[config.mk]
export PLATFORM = sky130hd
export DESIGN_NAME = alu_muldiv_flat
export DESIGN_NICKNAME = d
export VERILOG_FILES = /design/src/rtl/alu_muldiv_if.sv /design/src/rtl/alu_muldiv.sv /design/src/flat_wrapper.sv
export SDC_FILE = /design/constraint.sdc
export NUM_CORES = 1
export LEC_CHECK = 0
export BUFFER_PORTS_ARGS = -buffer_cell sky130_fd_sc_hd__clkbuf_2
export CAP_MARGIN = 0
export CORE_MARGIN = 2
export CORE_UTILIZATION = 55
export DETAILED_ROUTE_END_ITERATION = 10
export PLACE_DENSITY = 0.83
export RECOVER_POWER = 50
export SLEW_MARGIN = 20
export SYNTH_ARGS = -nofsm -noshare
export SYNTH_HDL_FRONTEND = slang
export SYNTH_SLANG_ARGS = --single-unit
[constraint.sdc]
create_clock -name clk -period 6.49 [get_ports clk]
set_input_delay 1.298 -clock clk [delete_from_list [all_inputs] [get_ports clk]]
set_output_delay 1.298 -clock clk [all_outputs]
set_load 0.01 [all_outputs]
[src/rtl/alu_muldiv_if.sv]
// alu_muldiv_if: operand/result handshake bundle for alu_muldiv.
//    flush     : synchronous abort (master -> slave)
//    in_valid  : A, B, alu_op valid (master -> slave)
//    in_ready  : slave can accept an operation (slave -> master)
//    A, B      : operands, WIDTH bits (master -> slave)
//    alu_op    : 5-bit operation select (master -> slave)
//    out_valid : result holds a completed operation (slave -> master)
//    out_ready : consumer takes result (master -> slave)
//    result    : WIDTH-bit result (slave -> master)
interface alu_muldiv_if #(
   parameter int WIDTH = 32
) ();
   logic             flush;
   logic             in_valid;
   logic             in_ready;
   logic [WIDTH-1:0] A;
   logic [WIDTH-1:0] B;
   logic [4:0]       alu_op;
   logic             out_valid;
   logic             out_ready;
   logic [WIDTH-1:0] result;
   modport master (
      output flush, in_valid, A, B, alu_op, out_ready,
      input  in_ready, out_valid, result
   );
   modport slave (
      input  flush, in_valid, A, B, alu_op, out_ready,
      output in_ready, out_valid, result
   );
endinterface

[src/rtl/alu_muldiv.sv]
// alu_muldiv: single-issue ALU with iterative shift-add multiplier and restoring divider.
//    clk   : rising-edge clock
//    rst_n : asynchronous active-low reset
//    bus   : alu_muldiv_if slave (flush, in_valid/in_ready, A, B, alu_op,
//            out_valid/out_ready, result)
module alu_muldiv #(
   parameter int WIDTH = 32,
   parameter int SHW   = $clog2(WIDTH)
) (
   input logic         clk,
   input logic         rst_n,
   alu_muldiv_if.slave bus
);
   localparam int CW = $clog2(WIDTH);
   typedef enum logic [1:0] {IDLE, MUL, DIV, DONE} state_t;
   state_t               r_state;
   logic [CW-1:0]        r_cnt;
   logic [4:0]           r_op;
   logic                 r_neg;
   logic [WIDTH-1:0]     r_b;
   logic [WIDTH-1:0]     r_result;
   logic [2*WIDTH-1:0]   r_prod;
   logic [SHW-1:0]       w_sh;
   logic [WIDTH-1:0]     w_simple, w_imm, w_a_mag, w_b_mag, w_qr, w_fin;
   logic                 w_is_mul, w_is_div, w_sa, w_sb, w_rem, w_neg, w_dz, w_ovf;
   logic [WIDTH:0]       w_sum, w_dsh, w_dif;
   logic [2*WIDTH-1:0]   w_mul_nx, w_div_nx, w_pf;

   assign bus.in_ready  = (r_state == IDLE) && !bus.flush;
   assign bus.out_valid = (r_state == DONE);
   assign bus.result    = r_result;

   assign w_sh     = bus.B[SHW-1:0];
   assign w_is_mul = bus.alu_op inside {[10:13]};
   assign w_is_div = bus.alu_op inside {[14:17]};
   // Which operands are treated as signed; the iterative core works on magnitudes.
   assign w_sa     = bus.alu_op inside {11, 12, 14, 16};
   assign w_sb     = bus.alu_op inside {11, 14, 16};
   assign w_rem    = bus.alu_op inside {16, 17};
   assign w_a_mag  = (w_sa && bus.A[WIDTH-1]) ? -bus.A : bus.A;
   assign w_b_mag  = (w_sb && bus.B[WIDTH-1]) ? -bus.B : bus.B;
   // Remainder sign follows A only; products and quotients follow A xor B.
   assign w_neg    = (bus.alu_op == 5'd16) ? (w_sa & bus.A[WIDTH-1])
                                           : ((w_sa & bus.A[WIDTH-1]) ^ (w_sb & bus.B[WIDTH-1]));
   assign w_dz     = (bus.B == '0);
   assign w_ovf    = (bus.alu_op inside {14, 16}) && (bus.A == {1'b1, {(WIDTH-1){1'b0}}}) && (&bus.B);
   assign w_imm    = w_is_div ? (w_dz ? (w_rem ? bus.A : '1) : (w_rem ? '0 : bus.A)) : w_simple;

   always_comb begin
      w_simple = '0;
      case (bus.alu_op)
         5'd0:    w_simple = bus.A + bus.B;
         5'd1:    w_simple = bus.A << w_sh;
         5'd2:    w_simple = WIDTH'($signed(bus.A) < $signed(bus.B));
         5'd3:    w_simple = WIDTH'(bus.A < bus.B);
         5'd4:    w_simple = bus.A ^ bus.B;
         5'd5:    w_simple = bus.A >> w_sh;
         5'd6:    w_simple = WIDTH'($signed(bus.A) >>> w_sh);
         5'd7:    w_simple = bus.A | bus.B;
         5'd8:    w_simple = bus.A & bus.B;
         5'd9:    w_simple = bus.A - bus.B;
         default: w_simple = '0;
      endcase
   end

   // Shift-add: high half accumulates multiplicand, low half shifts out multiplier bits.
   assign w_sum    = {1'b0, r_prod[2*WIDTH-1:WIDTH]} + (r_prod[0] ? {1'b0, r_b} : '0);
   assign w_mul_nx = {w_sum, r_prod[WIDTH-1:1]};
   // Restoring divide: high half is partial remainder, low half dividend/quotient.
   assign w_dsh    = r_prod[2*WIDTH-1:WIDTH-1];
   assign w_dif    = w_dsh - {1'b0, r_b};
   assign w_div_nx = {w_dif[WIDTH] ? w_dsh[WIDTH-1:0] : w_dif[WIDTH-1:0], r_prod[WIDTH-2:0], ~w_dif[WIDTH]};
   // The final step and the sign fix-up share one cycle.
   assign w_pf     = r_neg ? -w_mul_nx : w_mul_nx;
   assign w_qr     = (r_op inside {16, 17}) ? w_div_nx[2*WIDTH-1:WIDTH] : w_div_nx[WIDTH-1:0];
   assign w_fin    = (r_state == MUL) ? ((r_op == 5'd10) ? w_pf[WIDTH-1:0] : w_pf[2*WIDTH-1:WIDTH])
                                      : (r_neg ? -w_qr : w_qr);

   always_ff @(posedge clk or negedge rst_n) begin
      if (!rst_n) begin
         r_state  <= IDLE;
         r_cnt    <= '0;
         r_op     <= '0;
         r_neg    <= 1'b0;
         r_b      <= '0;
         r_prod   <= '0;
         r_result <= '0;
      end else if (bus.flush) begin
         r_state <= IDLE;
         r_cnt   <= '0;
      end else begin
         case (r_state)
            IDLE: if (bus.in_valid) begin
               r_op   <= bus.alu_op;
               r_neg  <= w_neg;
               r_b    <= w_b_mag;
               r_prod <= {{WIDTH{1'b0}}, w_a_mag};
               r_cnt  <= '0;
               if (w_is_mul) r_state <= MUL;
               else if (w_is_div && !w_dz && !w_ovf) r_state <= DIV;
               else begin
                  r_result <= w_imm;
                  r_state  <= DONE;
               end
            end
            MUL, DIV: begin
               r_prod <= (r_state == MUL) ? w_mul_nx : w_div_nx;
               r_cnt  <= r_cnt + 1'b1;
               if (r_cnt == CW'(WIDTH-1)) begin
                  r_result <= w_fin;
                  r_state  <= DONE;
               end
            end
            DONE: if (bus.out_ready) r_state <= IDLE;
            default: r_state <= IDLE;
         endcase
      end
   end
endmodule

[src/flat_wrapper.sv]
// flat-port wrapper written by rule: the top's interface ports become plain ports
module alu_muldiv_flat 
#(
   parameter int WIDTH = 32,
   parameter int SHW   = $clog2(WIDTH)
)
  (clk, rst_n, bus_flush, bus_in_valid, bus_A, bus_B, bus_alu_op, bus_out_ready, bus_in_ready, bus_out_valid, bus_result);
  alu_muldiv_if #(.WIDTH(WIDTH)) bus_i ();
  input logic clk;
  input logic rst_n;
  input wire logic [$bits(bus_i.flush)-1:0] bus_flush;
  input wire logic [$bits(bus_i.in_valid)-1:0] bus_in_valid;
  input wire logic [$bits(bus_i.A)-1:0] bus_A;
  input wire logic [$bits(bus_i.B)-1:0] bus_B;
  input wire logic [$bits(bus_i.alu_op)-1:0] bus_alu_op;
  input wire logic [$bits(bus_i.out_ready)-1:0] bus_out_ready;
  output wire logic [$bits(bus_i.in_ready)-1:0] bus_in_ready;
  output wire logic [$bits(bus_i.out_valid)-1:0] bus_out_valid;
  output wire logic [$bits(bus_i.result)-1:0] bus_result;
  assign bus_i.flush = bus_flush;
  assign bus_i.in_valid = bus_in_valid;
  assign bus_i.A = bus_A;
  assign bus_i.B = bus_B;
  assign bus_i.alu_op = bus_alu_op;
  assign bus_i.out_ready = bus_out_ready;
  assign bus_in_ready = bus_i.in_ready;
  assign bus_out_valid = bus_i.out_valid;
  assign bus_result = bus_i.result;
  alu_muldiv #(.WIDTH(WIDTH), .SHW(SHW)) u_core (.clk(clk), .rst_n(rst_n), .bus(bus_i));
endmodule
After elaboration in Yosys (flattened, before gate mapping)

Index checks and enable logic that the tools add are counted.

Add/sub/neg operators: 9
Magnitude comparators: 6
Equality and inequality tests: 29
Shifts and indexed selects: 3
Mux-type cells: 33
Bitwise logic cells: 8
Reductions and logical operators: 29

Operator list:

| kind                                                                   | count |
|---|---|
| 32-bit 2-to-1 mux                                                      | 16 |
| 32-bit one-hot mux with 10 select lines                                | 1 |
| 64-bit 2-to-1 mux                                                      | 3 |
| 64-bit one-hot mux with 2 select lines                                 | 1 |
| 32-bit negation                                                        | 3 |
| 32-bit less-than comparator                                            | 2 |
| 64-bit negation                                                        | 1 |
| 32-bit one-hot mux with 2 select lines                                 | 1 |
| 32-bit by 33-bit adder with 33-bit output                              | 1 |
| 33-bit by 32-bit subtractor with 33-bit output                         | 1 |
| 32-bit adder                                                           | 1 |
| 32-bit bitwise AND                                                     | 1 |
| 32-bit equality test (second input constant)                           | 1 |
| 32-bit zero test                                                       | 1 |
| 32-bit bitwise OR                                                      | 1 |
| 32-bit AND reduction                                                   | 1 |
| 32-bit by 5-bit << shifter with 32-bit output                          | 1 |
| 32-bit by 5-bit >> shifter with 32-bit output                          | 1 |
| 32-bit by 5-bit >>> shifter with 32-bit output                         | 1 |
| 32-bit subtractor                                                      | 1 |
| 32-bit bitwise XOR                                                     | 1 |
| 5-bit by 4-bit equality test with 1-bit output (second input constant) | 6 |
| 5-bit equality test (second input constant)                            | 5 |
| 5-bit by 3-bit equality test with 1-bit output (second input constant) | 4 |
| 31 further kinds                                                       | 61 |

Flip-flop bits (word level): 141
Input port bits: 74
Output and inout port bits: 34
Logic and storage cells: 124

Longest topological paths before layout

Depth after elaboration: 11
Depth in mapped cells: 21

Worst setup path before layout

No wires, ideal clock.

Path type: input to register
Start point: input bus_B[0]
End point: register u_core.r_result[28] (netlist: u_core.bus.result[28])
Data arrival time: 5.436 ns
Required time: 6.355 ns
Slack: 0.919 ns
Cell stages on the path: 21
Cells stage by stage: buf_2 buf_2 buf_1 buf_2 buf_2 buf_2 inv_1 ha_1 nor2b_1 nand4_1 or3_1 clkbuf_1 nor3_1 nand2b_1 a21oi_1 o2111ai_1 or3_1 a311oi_1 nor3_1 a32oi_1 o31ai_1

Word-level cells in the longest chain between the ends: 7
Elaborated cells on any way between the ends: 21
Those cells by class: add/sub (2); eq/ne (1); shift (3); mux (7); reduce/logical (8)

RTL lines:

| element                                                                             | RTL line                           | source |
|---|---|---|
| start: declaration                                                                  | flat_wrapper.sv:14                 | `input wire logic [$bits(bus_i.B)-1:0] bus_B;` |
| 32-bit subtractor (tied with other cells)                                           | alu_muldiv.sv:61                   | `5'd9: w_simple = bus.A - bus.B;` |
| 32-bit one-hot mux with 10 select lines / 32-bit 2-to-1 mux (equally long branches) | alu_muldiv.sv:51, alu_muldiv.sv:47 |  |
| 32-bit 2-to-1 mux                                                                   | alu_muldiv.sv:47                   | `assign w_imm = w_is_div ? (w_dz ? (w_rem ? bus.A : '1) : (w_rem ? '0 : bus.A)) : w_simple;` |
| 32-bit 2-to-1 mux                                                                   | alu_muldiv.sv:100                  | `else if (w_is_div && !w_dz && !w_ovf) r_state <= DIV;` |
| 32-bit 2-to-1 mux                                                                   | alu_muldiv.sv:99                   | `if (w_is_mul) r_state <= MUL;` |
| 32-bit 2-to-1 mux                                                                   | alu_muldiv.sv:93                   | `IDLE: if (bus.in_valid) begin` |
| 32-bit one-hot mux with 2 select lines                                              | alu_muldiv.sv:92                   | `case (r_state)` |
| end signal: assignment                                                              | alu_muldiv.sv:102                  | `r_result <= w_imm;` |
| end signal: assignment                                                              | alu_muldiv.sv:110                  | `r_result <= w_fin;` |
| end: declaration                                                                    | alu_muldiv.sv:21                   | `logic [WIDTH-1:0] r_result;` |

Parallel ways exist; a longest one is shown, timed or not. The select of a mux whose other input is x is not followed.
A chain may end at the register's enable or synchronous reset.

Worst setup path after layout

Start point: register u_core.r_prod[31]
End point: register u_core.r_result[24] (netlist: u_core.bus.result[24])

Word-level cells in the longest chain between the ends: 8
Elaborated cells on any way between the ends: 12
Those cells by class: add/sub (3); mux (8); bitwise (1)

RTL lines:

| element                                                    | RTL line          | source |
|---|---|---|
| start: declaration                                         | alu_muldiv.sv:22  | `logic [2*WIDTH-1:0] r_prod;` |
| start signal: assignment                                   | alu_muldiv.sv:97  | `r_prod <= {{WIDTH{1'b0}}, w_a_mag};` |
| start signal: assignment                                   | alu_muldiv.sv:107 | `r_prod <= (r_state == MUL) ? w_mul_nx : w_div_nx;` |
| 33-bit by 32-bit subtractor with 33-bit output             | alu_muldiv.sv:71  | `assign w_dif = w_dsh - {1'b0, r_b};` |
| 32-bit 2-to-1 mux / 1-bit inverter (equally long branches) | alu_muldiv.sv:72  | `assign w_div_nx = {w_dif[WIDTH] ? w_dsh[WIDTH-1:0] : w_dif[WIDTH-1:0], r_prod[WIDTH-2:0], ~w_dif[WIDTH]};` |
| 32-bit 2-to-1 mux                                          | alu_muldiv.sv:75  | `assign w_qr = (r_op inside {16, 17}) ? w_div_nx[2*WIDTH-1:WIDTH] : w_div_nx[WIDTH-1:0];` |
| 32-bit negation                                            | alu_muldiv.sv:77  | `: (r_neg ? -w_qr : w_qr);` |
| 32-bit 2-to-1 mux                                          | alu_muldiv.sv:77  |  |
| 32-bit 2-to-1 mux (*)                                      | alu_muldiv.sv:76  | `assign w_fin = (r_state == MUL) ? ((r_op == 5'd10) ? w_pf[WIDTH-1:0] : w_pf[2*WIDTH-1:WIDTH])` |
| 32-bit 2-to-1 mux (*)                                      | alu_muldiv.sv:109 | `if (r_cnt == CW'(WIDTH-1)) begin` |
| 32-bit one-hot mux with 2 select lines (*)                 | alu_muldiv.sv:92  |  |

Every way passes the cells marked *; elsewhere a longest branch is shown, timed or not. The select of a mux whose other input is x is not followed.

==> impl_metrics.env <==
export IMPL_hold_path_cell_count=2
export IMPL_max_freq_mhz=169.8
export IMPL_drive_gt1_share_pct=9.655
export IMPL_multi_input_area_um2=19420
export IMPL_pwr_share_clk_pct=9.4
export IMPL_post_cts_resized=0
export IMPL_synthFlopType="dfrtp_1"
export IMPL_synth_common_cells="nand2_1 (346), o21ai_0 (334), a21oi_1 (315)"
export IMPL_finalCriticalPeriod_ns=5.889
export IMPL_yosys_area_top_type="dfrtp_1"
export IMPL_combPwrFrac_pct=73.6
export IMPL_synth_seq_area_share_pct=14.37
export IMPL_fin_skew_ns=0.01161
export IMPL_ios=108
export IMPL_grt_pass1_wl_mm=165.0
export IMPL_ff_latch_area_um2=3530
export IMPL_status="finished, violations left"
export IMPL_synthCells=3431
export IMPL_synth_area_um2=24550
export IMPL_rr_endpoint="u_core.bus.result[24]$_DFFE_PN0P_"
export IMPL_slew_headroom_pct=-206.8
export IMPL_internal_power_mw=4.915
export IMPL_p_sw_share_pct=57.77
export IMPL_cts_buffers=17
export IMPL_vias=28471
export IMPL_cap_viol_max_count=2
export IMPL_worst_pin_slew_ns=4.602
export IMPL_viasPerCell=7.150
export IMPL_drv_slew=146
export IMPL_r2r_cells=21
export IMPL_synth_area_leaders="dfrtp_1 (14%), ha_1 (8.8%), o21ai_0 (6.8%), a21oi_1 (6.4%), nand2_1 (5.3%)"
export IMPL_synth_async_reset_ratio_pct=100.0
export IMPL_seq_power_share_pct=17.0
export IMPL_avgSynthCellArea_um2=7.155
export IMPL_critPathMaxStageDelay_ns=0.47
export IMPL_hpwl_mm=85.89
export IMPL_finalWirelength_mm=110.8
export IMPL_critPathKind="reg -> reg"
export IMPL_synth_top_area_share_pct=14.37
export IMPL_ir_drop_uv=227.5
export IMPL_ys_types=102
export IMPL_worstHoldPathType="reg -> reg"
export IMPL_fp_row_count=77
export IMPL_clk_pin_slew_ns=0.07
export IMPL_crit_path_cell_trace="inv_1, ha_1, inv_1, fa_1, a211oi_2, o21ai_1, o211a_1, o21ai_1, nand4_1, buf_4, nand2_1, mux2i_1, a21o_1, ha_1, o21ai_0, a31oi_1, nor3b_2, nand3_1, mux2_2, o221ai_1, o221a_2"
export IMPL_syn2layout_area_growth_pct=6.361
export IMPL_wl_per_cell_um=27.82
export IMPL_rrSetupSlack_ns=0.60
export IMPL_final_antenna_net_count=0
export IMPL_synth_most_common_cell="nand2_1"
export IMPL_drtPass1Iterations=10
export IMPL_die_area_um2=46340
export IMPL_start_util_pct=55.63
export IMPL_critPathRequiredTime_ns=6.82
export IMPL_drt_iter0_markers=4242
export IMPL_tns_ns=0
export IMPL_worst_path_buf_inv=3
export IMPL_worst_setup_path_start_kind="flop"
export IMPL_synth_net_count=3681
export IMPL_p_per_area_nw_per_um2=445.8
export IMPL_min_to="u_core.bus.result[2]$_DFFE_PN0P_"
export IMPL_slowest_stage="nor3b_2"
export IMPL_final_hold_violation_count=0
export IMPL_power_switching_mw=6.725
export IMPL_io_buffers=107
export IMPL_setup_viol=0
export IMPL_root_buffer="clkbuf_16"
export IMPL_grt_total_usage_pct=46.28
export IMPL_crit_fanout=13
export IMPL_min_delay_start="u_core.bus.result[2]$_DFFE_PN0P_"
export IMPL_grt_overflow_total=0
export IMPL_synth_warnings=0
export IMPL_drc_errors=2
export IMPL_cts_hold_buffers_added=0
export IMPL_grt_start_max_net_pins=99
export IMPL_period_share_pct=90.74
export IMPL_gp_congestion=1.080
export IMPL_insertion_delay_ns=0.44
export IMPL_endpoint_kind="flop"
export IMPL_nFillCells=4229
export IMPL_synth_edf_count=0
export IMPL_worst_hold_slack_ns=0.5020
export IMPL_dieWidth_um=215.3
export IMPL_cts_sinks=141
export IMPL_cellLeakagePower_nw=10.80
export IMPL_core_um2=44120
export IMPL_violations="design-rule violations, max-capacitance violations, max-slew violations"
export IMPL_nNetsFinal=3624
export IMPL_cts_htree_levels=4
export IMPL_grt_pass1_vias=26319
export IMPL_ctsLongestPathBuffers=2
export IMPL_cts_tree="built"
export IMPL_cp_arrival_ns=6.22
export IMPL_ys_ff_latch=141
export IMPL_post_cts_buffers=0
export IMPL_antenna_found_initial=8
export IMPL_crit_family="compound AO/OA/AOI/OAI gates"
export IMPL_dieHeight_um=215.3
export IMPL_rsz0062_at_grt="no"
export IMPL_worstReg2RegStart="u_core.r_prod[31]$_DFFE_PN0P_"
[registers in the layout, indices dropped and copies added, names as in the netlist]
| signal | flops |
|---|---|
| u_core.r_prod | 64 |
| u_core.r_neg | 1 |
| u_core.bus.result | 32 |
| u_core.r_b | 32 |
| u_core.r_state | 2 |
| u_core.r_cnt | 5 |
| u_core.r_op | 5 |
[area by class of cell]
cell class | instances | area share (%)
multi-input combinational | 2858 | 74.38
sequential | 141 | 13.52
timing repair buffer | 194 | 4.471
tap | 592 | 2.837
inverter | 162 | 2.329
clock buffer | 17 | 1.629
clock inverter | 15 | 0.8051
antenna | 3 | 0.02875
[power groups by stage]
stage	clock (mW)	combinational, mW	sequential, mW
after floorplan	0	6.05	1.57
after global placement	0	8.17	1.93
after detailed placement	0	8.20	1.94
after CTS	1.09	8.28	1.93
after global routing	1.12	9.17	1.99
final	1.09	8.57	1.98
[cells by family after synthesis]
kind of cell               after synthesis  synth area share, %
AOI/OAI and AO/OA                     1246                32.86
and+or+nand+nor                       1097                21.69
buffers and inverters                  432                6.835
xor gates and xnor gates               183                6.529
adders and majority gates              176                9.093
muxes                                  156                8.619
DFF                                    141                14.37
[per-stage QoR]
step / instances / instance area (um^2) / util, % / setup WS, ns / power [mW]
finish: 3982 / 26110 / 59.17 / 0.6013 / 11.64
global route: 3979 / 26100 / 59.15 / 0.2743 / 12.29
CTS: 3979 / 26160 / 59.28 / 0.8668 / 11.29
detailed placement: 3947 / 25520 / 57.84 / 0.9214 / 10.13
global placement: 3947 / 25520 / 57.83 / 1.059 / 10.11
floorplan: 3431 / 24550 / - / 0.9194 / 7.621
[placed cells by master, fill, tap and decap left out, types with 17 or more instances in the layout]
cell and count:
nor3_1 71, inv_1 158, xnor2_1 138, o21ai_0 334, o21bai_1 26, a31oi_1 42, a21oi_1 314, a22oi_1 23
o221ai_1 28, o21a_1 28, nand2b_1 32, clkbuf_1 32, clkbuf_2 72, clkbuf_16 17, o41ai_1 23, o211ai_1 60
and3_1 19, or2_2 17, a211oi_1 33, mux4_2 43, dfrtp_1 140, xor2_1 45, nor4_1 33, mux2i_1 100
o31ai_1 49, o22ai_1 19, a22o_1 27, or3_1 34, nand2_1 345, a221oi_1 28, nand3_1 64, buf_4 87
ha_1 171, nand4_1 37, nor2_1 304, a21o_1 51, a211o_1 17, and2_1 50
[worst register-to-register path, stage by stage (launching register included)]
cell      delay [ns]
dfrtp_1         0.42
inv_1           0.14
ha_1            0.20
inv_1           0.06
fa_1            0.43
a211oi_2        0.24
o21ai_1         0.21
o211a_1         0.30
o21ai_1         0.29
nand4_1         0.14
buf_4           0.23
nand2_1         0.31
mux2i_1         0.28
a21o_1          0.18
ha_1            0.21
o21ai_0         0.10
a31oi_1         0.34
nor3b_2         0.47
nand3_1         0.42
mux2_2          0.35
o221ai_1        0.15
o221a_2         0.29
[metal layers]
metal | routed length [um] | part of all wire, % | up-vias | global-route usage [%]
met4 | 9926 | 9.0 | 6 | 33.38
li1 | - | - | 12585 | -
met3 | 13190 | 12 | 518 | 9.993
met5 | 26 | 0.023 | - | 0
met1 | 40960 | 37 | 13249 | 58.14
met2 | 46680 | 42 | 2113 | 70.26
[worst max path at each step]
| stage | from | to | cells past startpoint |
|---|---|---|---|
| final | u_core.r_prod[31]$_DFFE_PN0P_ | u_core.bus.result[24]$_DFFE_PN0P_ | 21 |
| after global routing | u_core.r_prod[31]$_DFFE_PN0P_ | u_core.bus.result[28]$_DFFE_PN0P_ | 20 |
| after CTS | u_core.r_prod[31]$_DFFE_PN0P_ | u_core.bus.result[28]$_DFFE_PN0P_ | 20 |
| after detailed placement | u_core.r_prod[31]$_DFFE_PN0P_ | u_core.bus.result[28]$_DFFE_PN0P_ | 20 |
| after global placement | u_core.r_prod[31]$_DFFE_PN0P_ | u_core.bus.result[28]$_DFFE_PN0P_ | 20 |
| after floorplan | bus_B[0] | u_core.bus.result[28]$_DFFE_PN0P_ | 21 |
No activity file was read; power rests on OpenSTA's default activity.
